==> src/rtl/fifo_status_pkg.sv <==
// rtl/fifo_status_pkg.sv - shared types, default levels and helpers for the FIFO status unit
package fifo_status_pkg;

  localparam int DEFAULT_PTR_WIDTH = 3;
  localparam int DEFAULT_AE_LEVEL  = 2;

  typedef struct packed {
    logic full;
    logic almost_full;
    logic half_full;
    logic almost_empty;
    logic empty;
  } stk_flags_t;

  function automatic int default_hf_level(input int height);
    return height / 2;
  endfunction

  function automatic int default_af_level(input int height);
    return height - 2;
  endfunction

  // Increment with natural wrap at 2**width; callers truncate back to their width.
  function automatic logic [31:0] ptr_next(input logic [31:0] ptr, input int width);
    logic [31:0] mask;
    mask = (32'd1 << width) - 32'd1;
    return (ptr + 32'd1) & mask;
  endfunction

  // Status flags are a pure decode of the occupancy count.
  function automatic stk_flags_t decode_flags(input int count, input int height,
                                              input int hf, input int af, input int ae);
    stk_flags_t f;
    f.full         = (count == height);
    f.almost_full  = (count >= af);
    f.half_full    = (count >= hf);
    f.almost_empty = (count <= ae);
    f.empty        = (count == 0);
    return f;
  endfunction

endpackage

==> src/rtl/fifo_ptr_cntr.sv <==
// rtl/fifo_ptr_cntr.sv - wrapping RAM address pointer with enable
module fifo_ptr_cntr
  import fifo_status_pkg::*;
#(
  parameter int W = DEFAULT_PTR_WIDTH
) (
  input  logic         clk,
  input  logic         rst_n,
  input  logic         en,
  output logic [W-1:0] ptr
);

  // Advance by one on each accepted access, wrapping modulo 2**W.
  always_ff @(posedge clk or negedge rst_n) begin
    if (!rst_n) begin
      ptr <= '0;
    end else if (en) begin
      ptr <= W'(ptr_next(32'(ptr), W));
    end
  end

endmodule

==> src/rtl/fifo_ctrl_status_unit.sv <==
// rtl/fifo_ctrl_status_unit.sv - single-clock FIFO pointers, count, status and sticky errors (option: FIFO_WATERMARK_EN)
module fifo_ctrl_status_unit
  import fifo_status_pkg::*;
#(
  parameter int STK_PTR_WIDTH = DEFAULT_PTR_WIDTH,
  parameter int HF_LEVEL      = default_hf_level(2 ** STK_PTR_WIDTH),
  parameter int AF_LEVEL      = default_af_level(2 ** STK_PTR_WIDTH),
  parameter int AE_LEVEL      = DEFAULT_AE_LEVEL
) (
  input  logic                     clk,
  input  logic                     rst_n,
  input  logic                     write_to_stk,
  input  logic                     read_fr_stk,
  input  logic                     clr_err,
`ifdef FIFO_WATERMARK_EN
  output logic [STK_PTR_WIDTH:0]   stk_peak,
`endif
  output logic                     wr_en,
  output logic                     rd_en,
  output logic [STK_PTR_WIDTH-1:0] write_ptr,
  output logic [STK_PTR_WIDTH-1:0] read_ptr,
  output logic [STK_PTR_WIDTH:0]   stk_count,
  output logic                     stk_full,
  output logic                     stk_almost_full,
  output logic                     stk_half_full,
  output logic                     stk_almost_empty,
  output logic                     stk_empty,
  output logic                     stk_overflow,
  output logic                     stk_underflow
);

  localparam int STK_HEIGHT = 2 ** STK_PTR_WIDTH;
  localparam logic [STK_PTR_WIDTH:0] CNT_ONE = (STK_PTR_WIDTH + 1)'(1);

  generate
    if (!(AE_LEVEL > 0 && AE_LEVEL < HF_LEVEL && HF_LEVEL < AF_LEVEL && AF_LEVEL < STK_HEIGHT)) begin : g_bad_levels
      $error("fifo_ctrl_status_unit: thresholds must satisfy 0 < AE < HF < AF < depth");
    end
  endgenerate

  logic [STK_PTR_WIDTH:0] count_q;
  logic [STK_PTR_WIDTH:0] count_next;
  stk_flags_t             flags;

  assign flags = decode_flags(int'(count_q), STK_HEIGHT, HF_LEVEL, AF_LEVEL, AE_LEVEL);

  assign stk_full         = flags.full;
  assign stk_almost_full  = flags.almost_full;
  assign stk_half_full    = flags.half_full;
  assign stk_almost_empty = flags.almost_empty;
  assign stk_empty        = flags.empty;
  assign stk_count        = count_q;

  // Requests are gated by the registered flags, so a full FIFO never passes a write through.
  assign wr_en = write_to_stk & ~stk_full;
  assign rd_en = read_fr_stk & ~stk_empty;

  fifo_ptr_cntr #(.W(STK_PTR_WIDTH)) u_wr_ptr (
    .clk   (clk),
    .rst_n (rst_n),
    .en    (wr_en),
    .ptr   (write_ptr)
  );

  fifo_ptr_cntr #(.W(STK_PTR_WIDTH)) u_rd_ptr (
    .clk   (clk),
    .rst_n (rst_n),
    .en    (rd_en),
    .ptr   (read_ptr)
  );

  // Occupancy moves only when exactly one side is accepted.
  always_comb begin
    count_next = count_q;
    if (wr_en && !rd_en) begin
      count_next = count_q + CNT_ONE;
    end else if (rd_en && !wr_en) begin
      count_next = count_q - CNT_ONE;
    end
  end

  // Occupancy register; the extra bit distinguishes full from empty.
  always_ff @(posedge clk or negedge rst_n) begin
    if (!rst_n) begin
      count_q <= '0;
    end else begin
      count_q <= count_next;
    end
  end

  // Sticky errors; a fresh error event wins over a coincident clear.
  always_ff @(posedge clk or negedge rst_n) begin
    if (!rst_n) begin
      stk_overflow  <= 1'b0;
      stk_underflow <= 1'b0;
    end else begin
      if (write_to_stk && stk_full) begin
        stk_overflow <= 1'b1;
      end else if (clr_err) begin
        stk_overflow <= 1'b0;
      end
      if (read_fr_stk && stk_empty) begin
        stk_underflow <= 1'b1;
      end else if (clr_err) begin
        stk_underflow <= 1'b0;
      end
    end
  end

`ifdef FIFO_WATERMARK_EN
  // High-water mark tracks the post-edge count; clearing restarts it from the current level.
  always_ff @(posedge clk or negedge rst_n) begin
    if (!rst_n) begin
      stk_peak <= '0;
    end else if (clr_err) begin
      stk_peak <= count_next;
    end else if (count_next > stk_peak) begin
      stk_peak <= count_next;
    end
  end
`endif

endmodule

==> config.mk <==
export PLATFORM = sky130hd
export DESIGN_NAME = fifo_ctrl_status_unit
export DESIGN_NICKNAME = d
export VERILOG_FILES = /design/src/rtl/fifo_status_pkg.sv /design/src/rtl/fifo_ptr_cntr.sv /design/src/rtl/fifo_ctrl_status_unit.sv
export SDC_FILE = /design/constraint.sdc
export NUM_CORES = 1
export LEC_CHECK = 0
export BUFFER_PORTS_ARGS = -buffer_cell sky130_fd_sc_hd__buf_4
export CORE_UTILIZATION = 43
export DETAILED_ROUTE_END_ITERATION = 16
export GPL_TIMING_DRIVEN = 0
export HOLD_SLACK_MARGIN = 0.12
export PLACE_DENSITY = 0.79
export SYNTH_ARGS = -nofsm -noshare
export SYNTH_HDL_FRONTEND = slang
export SYNTH_SLANG_ARGS = --single-unit
==> constraint.sdc <==
create_clock -name clk -period 2.4 [get_ports clk]
set_input_delay 0.24 -clock clk [delete_from_list [all_inputs] [get_ports clk]]
set_output_delay 0.24 -clock clk [all_outputs]
set_load 0.1 [all_outputs]
* Word-level counts from Yosys, hierarchy flattened
Cells that the tools add are included.
Operators by class: $lt $le $gt $ge 3, add/subtract/negate cells 4, multiplexer cells 5, reductions and logical operators 10, bitwise gates (word level) 4, equal/unequal tests 1
Operators by type and width (count):
- $ge 4x3->1 const B | 2
- $mux 4 | 2
- $add 3x1->3 const B | 2
- $reduce_bool 2->1 | 3
- $add 4x1->4 const B | 1
- $eq 4x4->1 const B | 1
- $le 4x2->1 const B | 1
- $logic_and 1x1->1 | 4
- $logic_not 4->1 | 1
- $sub 4x1->4 const B | 1
- $mux 1 | 3
- $and 1x1->1 | 2
- $logic_not 1->1 | 2
- $not 1->1 | 2
Word-level totals: bits of input ports 5, bits in registers 12, word-level logic and storage cells 32, output and inout port bits 19

* Longest topological paths before layout
Gate-level depths: netlist (run 1).
word-level depth 7, gate-level depth with buffers 9, gate-level depth less buffers 9

* Hierarchy
From an unflattened synthesis (run 1), not the netlist that was laid out.
Second synthesis, totals: cell total of the unflattened synthesis 60, area total of the unflattened synthesis 689.4 um2
By module, submodules not included:
- fifo_ctrl_status_unit | times used 1, cells an instance 44, area an instance 441.7 um2, seq. area each 150.1 um2
- fifo_ptr_cntr | times used 2, cells an instance 8, area an instance 123.9 um2, seq. area each 75.1 um2

* Worst setup path after synthesis (run 1)
No wires, ideal clock.
path kind register -> register, start point register count_q[3] (netlist: stk_count[3]), end point register count_q[3] (netlist: stk_count[3]), required time 2.269 ns, setup time 0.131 ns, setup slack -1.376 ns, data arrival time 3.645 ns, path buffers 0, clock period less this slack 3.776 ns, cell stages (with the launch flop) 9, cells stage by stage dfrtp_1 > nor4_4 > nand2b_1 > ha_1 > inv_1 > ha_1 > or4_1 > o211ai_1 > o211ai_1
On the way: longest elaborated chain between the ends 6, elaborated cells between the ends (all ways) 15, classes of those cells 2 x add/sub; 1 x eq/ne; 2 x mux; 4 x bitwise; 6 x reduce/logical
Ends and longest elaborated chain:
- from (decl) | line fifo_ctrl_status_unit.sv:41 | logic [STK_PTR_WIDTH:0] count_q;
- from (signal assigned) | line fifo_ctrl_status_unit.sv:87 | count_q <= count_next;
- $logic_not 4->1 * | line fifo_status_pkg.sv:38 | f.empty = (count == 0);
- via stk_empty | line fifo_ctrl_status_unit.sv:27 | output logic stk_empty,
- $not 1->1 * | line fifo_ctrl_status_unit.sv:56 | assign rd_en = read_fr_stk & ~stk_empty;
- $and 1x1->1 * | line fifo_ctrl_status_unit.sv:56
- $logic_not 1->1 | line fifo_ctrl_status_unit.sv:75 | if (wr_en && !rd_en) begin
- $logic_and 1x1->1 | line fifo_ctrl_status_unit.sv:75
- $mux 4 / $reduce_bool 2->1 (equally long branches)
The timed path passes the listed nets; every way through them passes the cells marked *. The select of a mux whose other input is x is not followed. A chain may end at the register's enable or synchronous reset.

* Worst setup path in the final report (run 1)
start point register count_q[2] (netlist: stk_count[2]), end point register count_q[3] (netlist: stk_count[3])
On the way: longest elaborated chain between the ends 6, elaborated cells between the ends (all ways) 15, classes of those cells 2 x add/sub; 1 x eq/ne; 2 x mux; 4 x bitwise; 6 x reduce/logical
Ends and longest elaborated chain:
- branches (longest 6 deep; another with $sub 4x1->4)
Several ways; the timed one is not identified. The select of a mux whose other input is x is not followed.

==> results of run 1 <==
==> routing by layer <==
layer / up-vias / global-route usage (%) / part of all wire [%]
met5: - / 0 / 0
met4: 0 / 7.50 / 1.5
met3: 2 / 4.74 / 6.3
met2: 25 / 32.9 / 51
met1: 293 / 23.0 / 41
li1: 295 / - / -
==> worst max-delay path, cell delays in order (launching register included) <==
cell and delay, ns:
dfrtp_4 0.48, or4b_4 0.56, nand2_4 0.10, inv_4 0.04
ha_4 0.16, inv_4 0.06, ha_4 0.21, or4_4 0.47
o211ai_1 0.10, o211ai_1 0.10
==> cell type report <==
cell class	count	area share, %
flip-flops and latches	12	29.0
well taps	16	1.87
repair buffers	35	24.8
clock buffers	4	3.39
inverters	6	2.57
multi-input cells	43	38.0
plain buffers	1	0.467
==> cells by family after synthesis <==
logic type | share of synthesized area [%]
DFF | 43.1
AOI/OAI and AO/OA | 9.33
adders and majority gates | 11.8
buffers and inverters | 3.77
xor gates and xnor gates | 7.54
muxes | 7.36
and+or+nand+nor | 17.1
==> path summary, 6_finish.rpt <==
kind | cells past startpoint | slack, ns | to | from
setup / recovery | 9 | 0.007 | stk_count[3]$_DFFE_PN0P_ | stk_count[2]$_DFFE_PN0P_
hold / removal | 2 | 0.17 | stk_overflow$_DFFE_PN0P_ | clr_err
setup reg to reg | 9 | 0.007 | stk_count[3]$_DFFE_PN0P_ | stk_count[2]$_DFFE_PN0P_
hold reg to reg | 1 | 0.47 | u_wr_ptr.ptr[2]$_DFFE_PN0P_ | u_wr_ptr.ptr[2]$_DFFE_PN0P_
max in group asynchronous | 2 | 1.89 | stk_count[2]$_DFFE_PN0P_ | rst_n
min in group asynchronous | 2 | 0.34 | stk_overflow$_DFFE_PN0P_ | rst_n
==> per-stage QoR <==
stage               setup TNS (ns)  utilization [%]  cell area (um2)  hold WS, ns  worst slack, ns
finish                           0             71.1             1070        0.166          0.00709
global placement            -0.153             62.1              936       0.0859           -0.153
CTS                              0             69.2             1040        0.157          0.00258
global route               -0.0693             71.1             1070        0.157          -0.0693
detailed placement          -0.165             62.1              936       0.0883           -0.165
floorplan                    -4.89                -              743      -0.0556           -0.980
==> synth_stat cells <==
library cell and n:
dfrtp_1 12, ha_1 5, inv_1 5, nand2_1 5, xnor2_1 5, a21oi_1 3
nand3_1 3, o21ai_0 3, mux2_4 2, o211ai_1 2, a2111o_1 1, a21o_2 1
clkbuf_1 1, fa_1 1, inv_2 1, mux2_2 1, mux2i_1 1, nand2_4 1
nand2b_1 1, nand3b_1 1, nor3_1 1, nor4_4 1, or2_2 1, or3_1 1
or4_1 1, or4b_4 1, xor2_1 1
==> registers in the layout, indices dropped and copies added (netlist names) <==
name           cells
stk_count          4
stk_overflow       1
stk_underflow      1
u_rd_ptr.ptr       3
u_wr_ptr.ptr       3
==> repair_timing <==
action                                 CTS  global route
setup endpoints to repair                1             1
resized for setup                        1             2
pin swaps                                4             4
hold buffers                             1             0
setup buffers                            8             3
endpoints found under the hold margin   12             0
==> flow_summary.json, run 1 <==
{
  "clk_path_buf_depth": 2,
  "skew_ns": 0.000991,
  "routedWlPerCell_um": 13.4,
  "synth_area_um2": 697,
  "insertedDiodeCount": 0,
  "first_pass_iters": 2,
  "period_share_pct": 99.7,
  "synth_nets": 73,
  "register_area_um2": 310,
  "max_cap_viol_count": 0,
  "die_x_um": 42.3,
  "grt_pass1_vias": 586,
  "wirelength_mm": 1.57,
  "ys_seq_elements": 12,
  "clock_latency_ns": 0.28,
  "fin_cells": 117,
  "cts.sinks": 12,
  "area_delta_synth_final_pct": 53.7,
  "grt_max_degree": 13,
  "dp.cells": 101,
  "synth_area_leaders": "dfrtp_1 43%, ha_1 9.0%, xnor2_1 6.3%",
  "rows": 14,
  "rsz0062_at_grt": "yes",
  "synth_seq_area_share_pct": 43.1,
  "arrival_ns": 2.55,
  "hp-class": "primary input to register",
  "ys_types": 27,
  "multi_input_area_um2": 407,
  "period_needed_ns": 2.39,
  "cts_tree": "done",
  "start_util_pct": 46.3,
  "crit_type": "register to register",
  "die_h_um": 42.3,
  "dr_total_vias": 615,
  "dp_hpwl_mm": 1.08,
  "die-area_um2": 1790,
  "worst_pin_slew_ns": 0.281,
  "final-hold-violation-count": 0,
  "via_per_inst": 5.26,
  "path_clk_slew_ns": 0.07,
  "cts_root_buffer": "clkbuf_4",
  "fmax_mhz": 418,
  "drtIter0Drc": 3,
  "overflow": 0,
  "place.gp.congestion": 0.731,
  "setup_viol": 0,
  "slew_viol_final": 0,
  "antenna_found_initial": 0,
  "cp-end-kind": "register",
  "layout_common_cells": "34 x buf_4, 8 x dfrtp_1, 5 x nand2_1, 5 x xnor2_1",
  "ios": 24,
  "drive_gt1_share_pct": 57.4,
  "drc": 0,
  "yosysTopAreaCellShare_pct": 43.1,
  "yosysTopAreaCell": "dfrtp_1",
  "cp_max_fo": 5,
  "n_fill_cell": 105,
  "grt_pass1_wl_mm": 2.58,
  "relSlewSlack_pct": 81.4,
  "avgSynthCellArea_um2": 11.2,
  "status": "complete, no violations",
  "htree_levels": 1,
  "portBuffers": 23,
  "cts-buffers-inserted": 3,
  "nets": 113,
  "core-area_um2": 1510,
  "mostFrequentLayoutCell": "buf_4",
  "yosys_warnings": 0,
  "start_kind": "register",
  "crit_required_ns": 2.56,
  "grt_use_total_pct": 19.2,
  "netlist_instances": 62,
  "ant_nets": 0
}
Power of run 1 is not shown: default switching activity piles up to over one toggle a cycle in this logic, so the estimate is an artifact.
==> inputs of run 2 (changes only) <==
Settings changed: PLACE_DENSITY 0.79 to 0.75.
==> run 2 against run 1 <==
Compared with the run above: worst setup slack improved by 0.0034 ns; count of clock-buffer cells in the layout stayed put; final area fell by 0.93%; clock skew is 0.0014 ns higher; core utilization down 0.66 points; worst hold slack better by 0.016 ns; register-to-register slack about the same; die area unchanged; non-clock buffer count unchanged; critical path type unchanged; largest cell class unchanged.
==> flow_summary.json, run 2 (synthesis gave the netlist of run 1 again) <==
{
  "grt_pass1_wl_mm": 2.53,
  "path_buf_inv": 2,
  "layout_common_cells": "34 x buf_4, 8 x dfrtp_1, 5 x nand2_1, 5 x xnor2_1",
  "ios": 24,
  "routedWlPerCell_um": 13.2,
  "drive_gt1_share_pct": 56.4,
  "crit_required_ns": 2.54,
  "slew_viol_final": 0,
  "clock_latency_ns": 0.26,
  "cp_num_cells": 9,
  "ff2ff_setup_slack_ns": 0.01,
  "fmax_mhz": 419,
  "mostFrequentLayoutCell": "buf_4",
  "path_clk_slew_ns": 0.07,
  "via_per_inst": 5.26,
  "hp-class": "primary input to register",
  "overflow": 0,
  "drc": 0,
  "worst_pin_slew_ns": 0.285,
  "dp.cells": 101,
  "ant_nets": 0,
  "slowest_stage": "or4b_4",
  "path_cells": "or4b_4 -> nand2_4 -> inv_4 -> ha_4 -> inv_4 -> ha_4 -> or4_4 -> o211ai_1 -> o211ai_1",
  "largest_reg_flops": 4,
  "cp-end-kind": "register",
  "cp_max_fo": 5,
  "status": "complete, no violations",
  "dp_hpwl_mm": 1.08,
  "skew_ns": 0.00241,
  "clk_path_buf_depth": 2,
  "insertedDiodeCount": 0,
  "grt_use_total_pct": 19.0,
  "cts_tree": "done",
  "cpPeakStageDelay_ns": 0.54,
  "ff2ff_path_depth": 9,
  "multi_input_area_um2": 407,
  "arrival_ns": 2.53,
  "cts_root_buffer": "clkbuf_4",
  "relSlewSlack_pct": 81.2,
  "min_path_cells": 2,
  "setup_viol": 0,
  "start_util_pct": 46.3,
  "die_h_um": 42.3,
  "path_delay_family": "simple AND/OR/NAND/NOR gates",
  "wirelength_mm": 1.54,
  "grt_max_degree": 13,
  "first_pass_iters": 4,
  "die-area_um2": 1790,
  "grt_pass1_vias": 596,
  "r2r_end": "stk_count[3]$_DFFE_PN0P_",
  "n_fill_cell": 126,
  "crit_type": "register to register",
  "antenna_found_initial": 0,
  "worstHoldStart": "clr_err",
  "period_needed_ns": 2.39,
  "cts.sinks": 12,
  "rsz0062_at_grt": "yes",
  "start_kind": "register",
  "r2r-start": "stk_count[1]$_DFFE_PN0P_",
  "die_x_um": 42.3,
  "stdcell_area_um2": 1060,
  "nets": 113,
  "max_cap_viol_count": 0,
  "fin_cells": 117,
  "dr_total_vias": 615,
  "period_share_pct": 99.6,
  "register_area_um2": 310,
  "placed_cell_area_um2": 936,
  "holdPathEnd": "stk_underflow$_DFFE_PN0P_",
  "portBuffers": 23,
  "core-area_um2": 1510,
  "area_delta_synth_final_pct": 52.2,
  "cts-buffers-inserted": 3,
  "place.gp.congestion": 0.697,
  "final-hold-violation-count": 0,
  "rows": 14,
  "htree_levels": 1,
  "drtIter0Drc": 1
}
## run 2: cell counts in the layout (fill, tap and decap cells not counted)
Identical to the previous run, type by type.
## run 2: how the worst max path moves through the flow
| stage | startpoint | endpoint |
|---|---|---|
| floorplan | stk_count[1]$_DFFE_PN0P_ | stk_count[3]$_DFFE_PN0P_ |
| global placement | stk_count[2]$_DFFE_PN0P_ | stk_count[3]$_DFFE_PN0P_ |
| detailed placement | stk_count[2]$_DFFE_PN0P_ | stk_count[3]$_DFFE_PN0P_ |
| CTS | stk_count[2]$_DFFE_PN0P_ | stk_count[3]$_DFFE_PN0P_ |
| global route | stk_count[1]$_DFFE_PN0P_ | stk_count[3]$_DFFE_PN0P_ |
| finish | stk_count[1]$_DFFE_PN0P_ | stk_count[3]$_DFFE_PN0P_ |
## run 2: cell type report
cell class	count	area share (%)
Multi-Input combinational cell	43	38.3
Sequential cell	12	29.2
Tap cell	16	1.89
Inverter	6	2.59
Timing Repair Buffer	35	25.0
Clock buffer	4	2.48
Buffer	1	0.472
## run 2: worst reg2reg max path: stages (launching register included)
cell      delay [ns]
dfrtp_4         0.48
or4b_4          0.54
nand2_4         0.09
inv_4           0.04
ha_4            0.16
inv_4           0.07
ha_4            0.21
or4_4           0.47
o211ai_1        0.10
o211ai_1        0.11
## run 2: routing by layer
layer	global-route usage, %	wire (um)
met5	0	0
met3	3.02	91
met1	21.0	651
met2	33.5	762
met4	11.9	38
## run 2: metrics by stage
stage	util (%)	hold slack [ns]	setup TNS (ns)	setup WS, ns
CTS	69.5	0.170	0	0.0120
finish	70.4	0.182	0	0.0105
floorplan	-	-0.0556	-4.89	-0.980
global route	70.4	0.162	-0.109	-0.109
detailed placement	62.1	0.0883	-0.161	-0.161
global placement	62.1	0.0850	-0.152	-0.152
## run 2: what timing repair did
item | 4_1_cts | 5_1_grt
hold buffers | 1 | 0
gates resized for setup | 0 | 3
setup endpoints to repair | 1 | 1
endpoints found under the hold margin | 12 | 0
pin swaps | 4 | 2
setup buffers | 10 | 1
Power of run 2 is left out for the same reason.
==> inputs of run 3 (changes only) <==
Settings changed: PLACE_DENSITY 0.75 to 0.7.
==> run 3 against run 2 <==
Compared with the run above: the flow now finishes with violations (setup timing); die area is the same; count of clock-buffer cells in the layout did not move; critical path depth is the same; clock skew increased by 0.0013 ns; core utilization grew 2.2 points; worst setup slack worse by 0.046 ns; routed wire length increased by 2.7%.
==> flow_summary.json, run 3 (synthesis gave the netlist of run 1 again) <==
{
  "status": "complete, but fails checks",
  "violations": "setup timing",
  "cp-end-kind": "register",
  "r2r-start": "stk_count[2]$_DFFE_PN0P_",
  "area_delta_synth_final_pct": 56.9,
  "via_per_inst": 5.03,
  "setup_viol": 2,
  "dp_hpwl_mm": 1.09,
  "n_fill_cell": 121,
  "setup_slack_ns": -0.0351,
  "grt_use_total_pct": 18.9,
  "final-hold-violation-count": 0,
  "core-area_um2": 1510,
  "grt_pass1_vias": 581,
  "insertedDiodeCount": 0,
  "start_util_pct": 46.3,
  "period_share_pct": 101,
  "start_kind": "register",
  "cts-buffers-inserted": 3,
  "arrival_ns": 2.58,
  "die_h_um": 42.3,
  "clock_latency_ns": 0.27,
  "dp.cells": 101,
  "cts_tree": "done",
  "rows": 14,
  "worst_pin_slew_ns": 0.279,
  "wirelength_mm": 1.58,
  "mostFrequentLayoutCell": "buf_4",
  "register_area_um2": 310,
  "cp_max_fo": 3,
  "drc": 0,
  "skew_ns": 0.00368,
  "slew_viol_final": 0,
  "fin_cells": 120,
  "relSlewSlack_pct": 81.5,
  "place.gp.congestion": 0.680,
  "ant_nets": 0,
  "ff2ff_setup_slack_ns": -0.04,
  "ios": 24,
  "fmax_mhz": 411,
  "drive_gt1_share_pct": 58.7,
  "multi_input_area_um2": 407,
  "portBuffers": 23,
  "dr_total_vias": 604,
  "layout_common_cells": "37 x buf_4, 8 x dfrtp_1, 5 x nand2_1, 5 x xnor2_1",
  "period_needed_ns": 2.44,
  "crit_type": "register to register",
  "rsz0062_at_grt": "yes",
  "grt_max_degree": 13,
  "worstHoldStart": "clr_err",
  "routedWlPerCell_um": 13.2,
  "crit_required_ns": 2.54,
  "largest_reg_flops": 4,
  "startpoint": "stk_count[2]$_DFFE_PN0P_",
  "path_clk_slew_ns": 0.08,
  "first_pass_iters": 2,
  "htree_levels": 1,
  "die_x_um": 42.3,
  "drtIter0Drc": 3,
  "nets": 116,
  "clk_path_buf_depth": 2,
  "hp-class": "primary input to register",
  "cts.sinks": 12,
  "grt_pass1_wl_mm": 2.56,
  "antenna_found_initial": 0,
  "max_cap_viol_count": 0,
  "cts_root_buffer": "clkbuf_4",
  "die-area_um2": 1790,
  "overflow": 0
}
[run 3: cell type report]
type | instances | area share (%)
inverter | 6 | 2.52
timing repair buffer | 38 | 26.3
sequential | 12 | 28.4
clock buffer | 4 | 3.32
multi-input combinational | 43 | 37.2
tap | 16 | 1.83
buffer | 1 | 0.458
[run 3: through the flow]
stage | area [um2] | hold slack (ns) | setup slack, ns | setup TNS, ns | utilization [%]
after floorplan | 743 | -0.0556 | -0.980 | -4.89 | -
after global placement | 936 | 0.0889 | -0.155 | -0.155 | 62.1
after detailed placement | 936 | 0.0905 | -0.178 | -0.178 | 62.1
after CTS | 1060 | 0.176 | -0.0350 | -0.0350 | 70.2
after global routing | 1090 | 0.175 | -0.113 | -0.177 | 72.6
final | 1090 | 0.173 | -0.0351 | -0.0422 | 72.6
[run 3: final timing paths]
path,cells past startpoint,endpoint
max in group asynchronous,2,stk_count[1]$_DFFE_PN0P_
hold / removal,2,stk_overflow$_DFFE_PN0P_
min in group asynchronous,2,stk_count[2]$_DFFE_PN0P_
setup reg to reg,9,stk_count[3]$_DFFE_PN0P_
setup / recovery,9,stk_count[3]$_DFFE_PN0P_
hold reg to reg,1,u_rd_ptr.ptr[2]$_DFFE_PN0P_
[run 3: critical path, stage by stage, from the launching register on]
cell,delay [ns]
dfrtp_4,0.48
or4b_4,0.57
nand2_4,0.11
inv_4,0.05
ha_4,0.16
inv_4,0.06
ha_4,0.20
or4_4,0.47
o211ai_1,0.10
o211ai_1,0.11
[run 3: per-layer routing]
layer | share of wire (%) | track usage [%] | vias to the layer above
li1 | - | - | 302
met1 | 42 | 24.7 | 285
met2 | 53 | 31.1 | 15
met3 | 3.4 | 3.02 | 2
met4 | 0.82 | 7.50 | 0
met5 | 0 | 0 | -
[run 3: timing repair]
action / in CTS / in global routing
setup endpoints to repair: 1 / 3
pin swaps: 6 / 6
endpoints found under the hold margin: 12 / 0
setup buffers: 10 / 4
gates resized for setup: 1 / 2
hold buffers: 1 / 0
Power of run 3 is left out for the same reason.
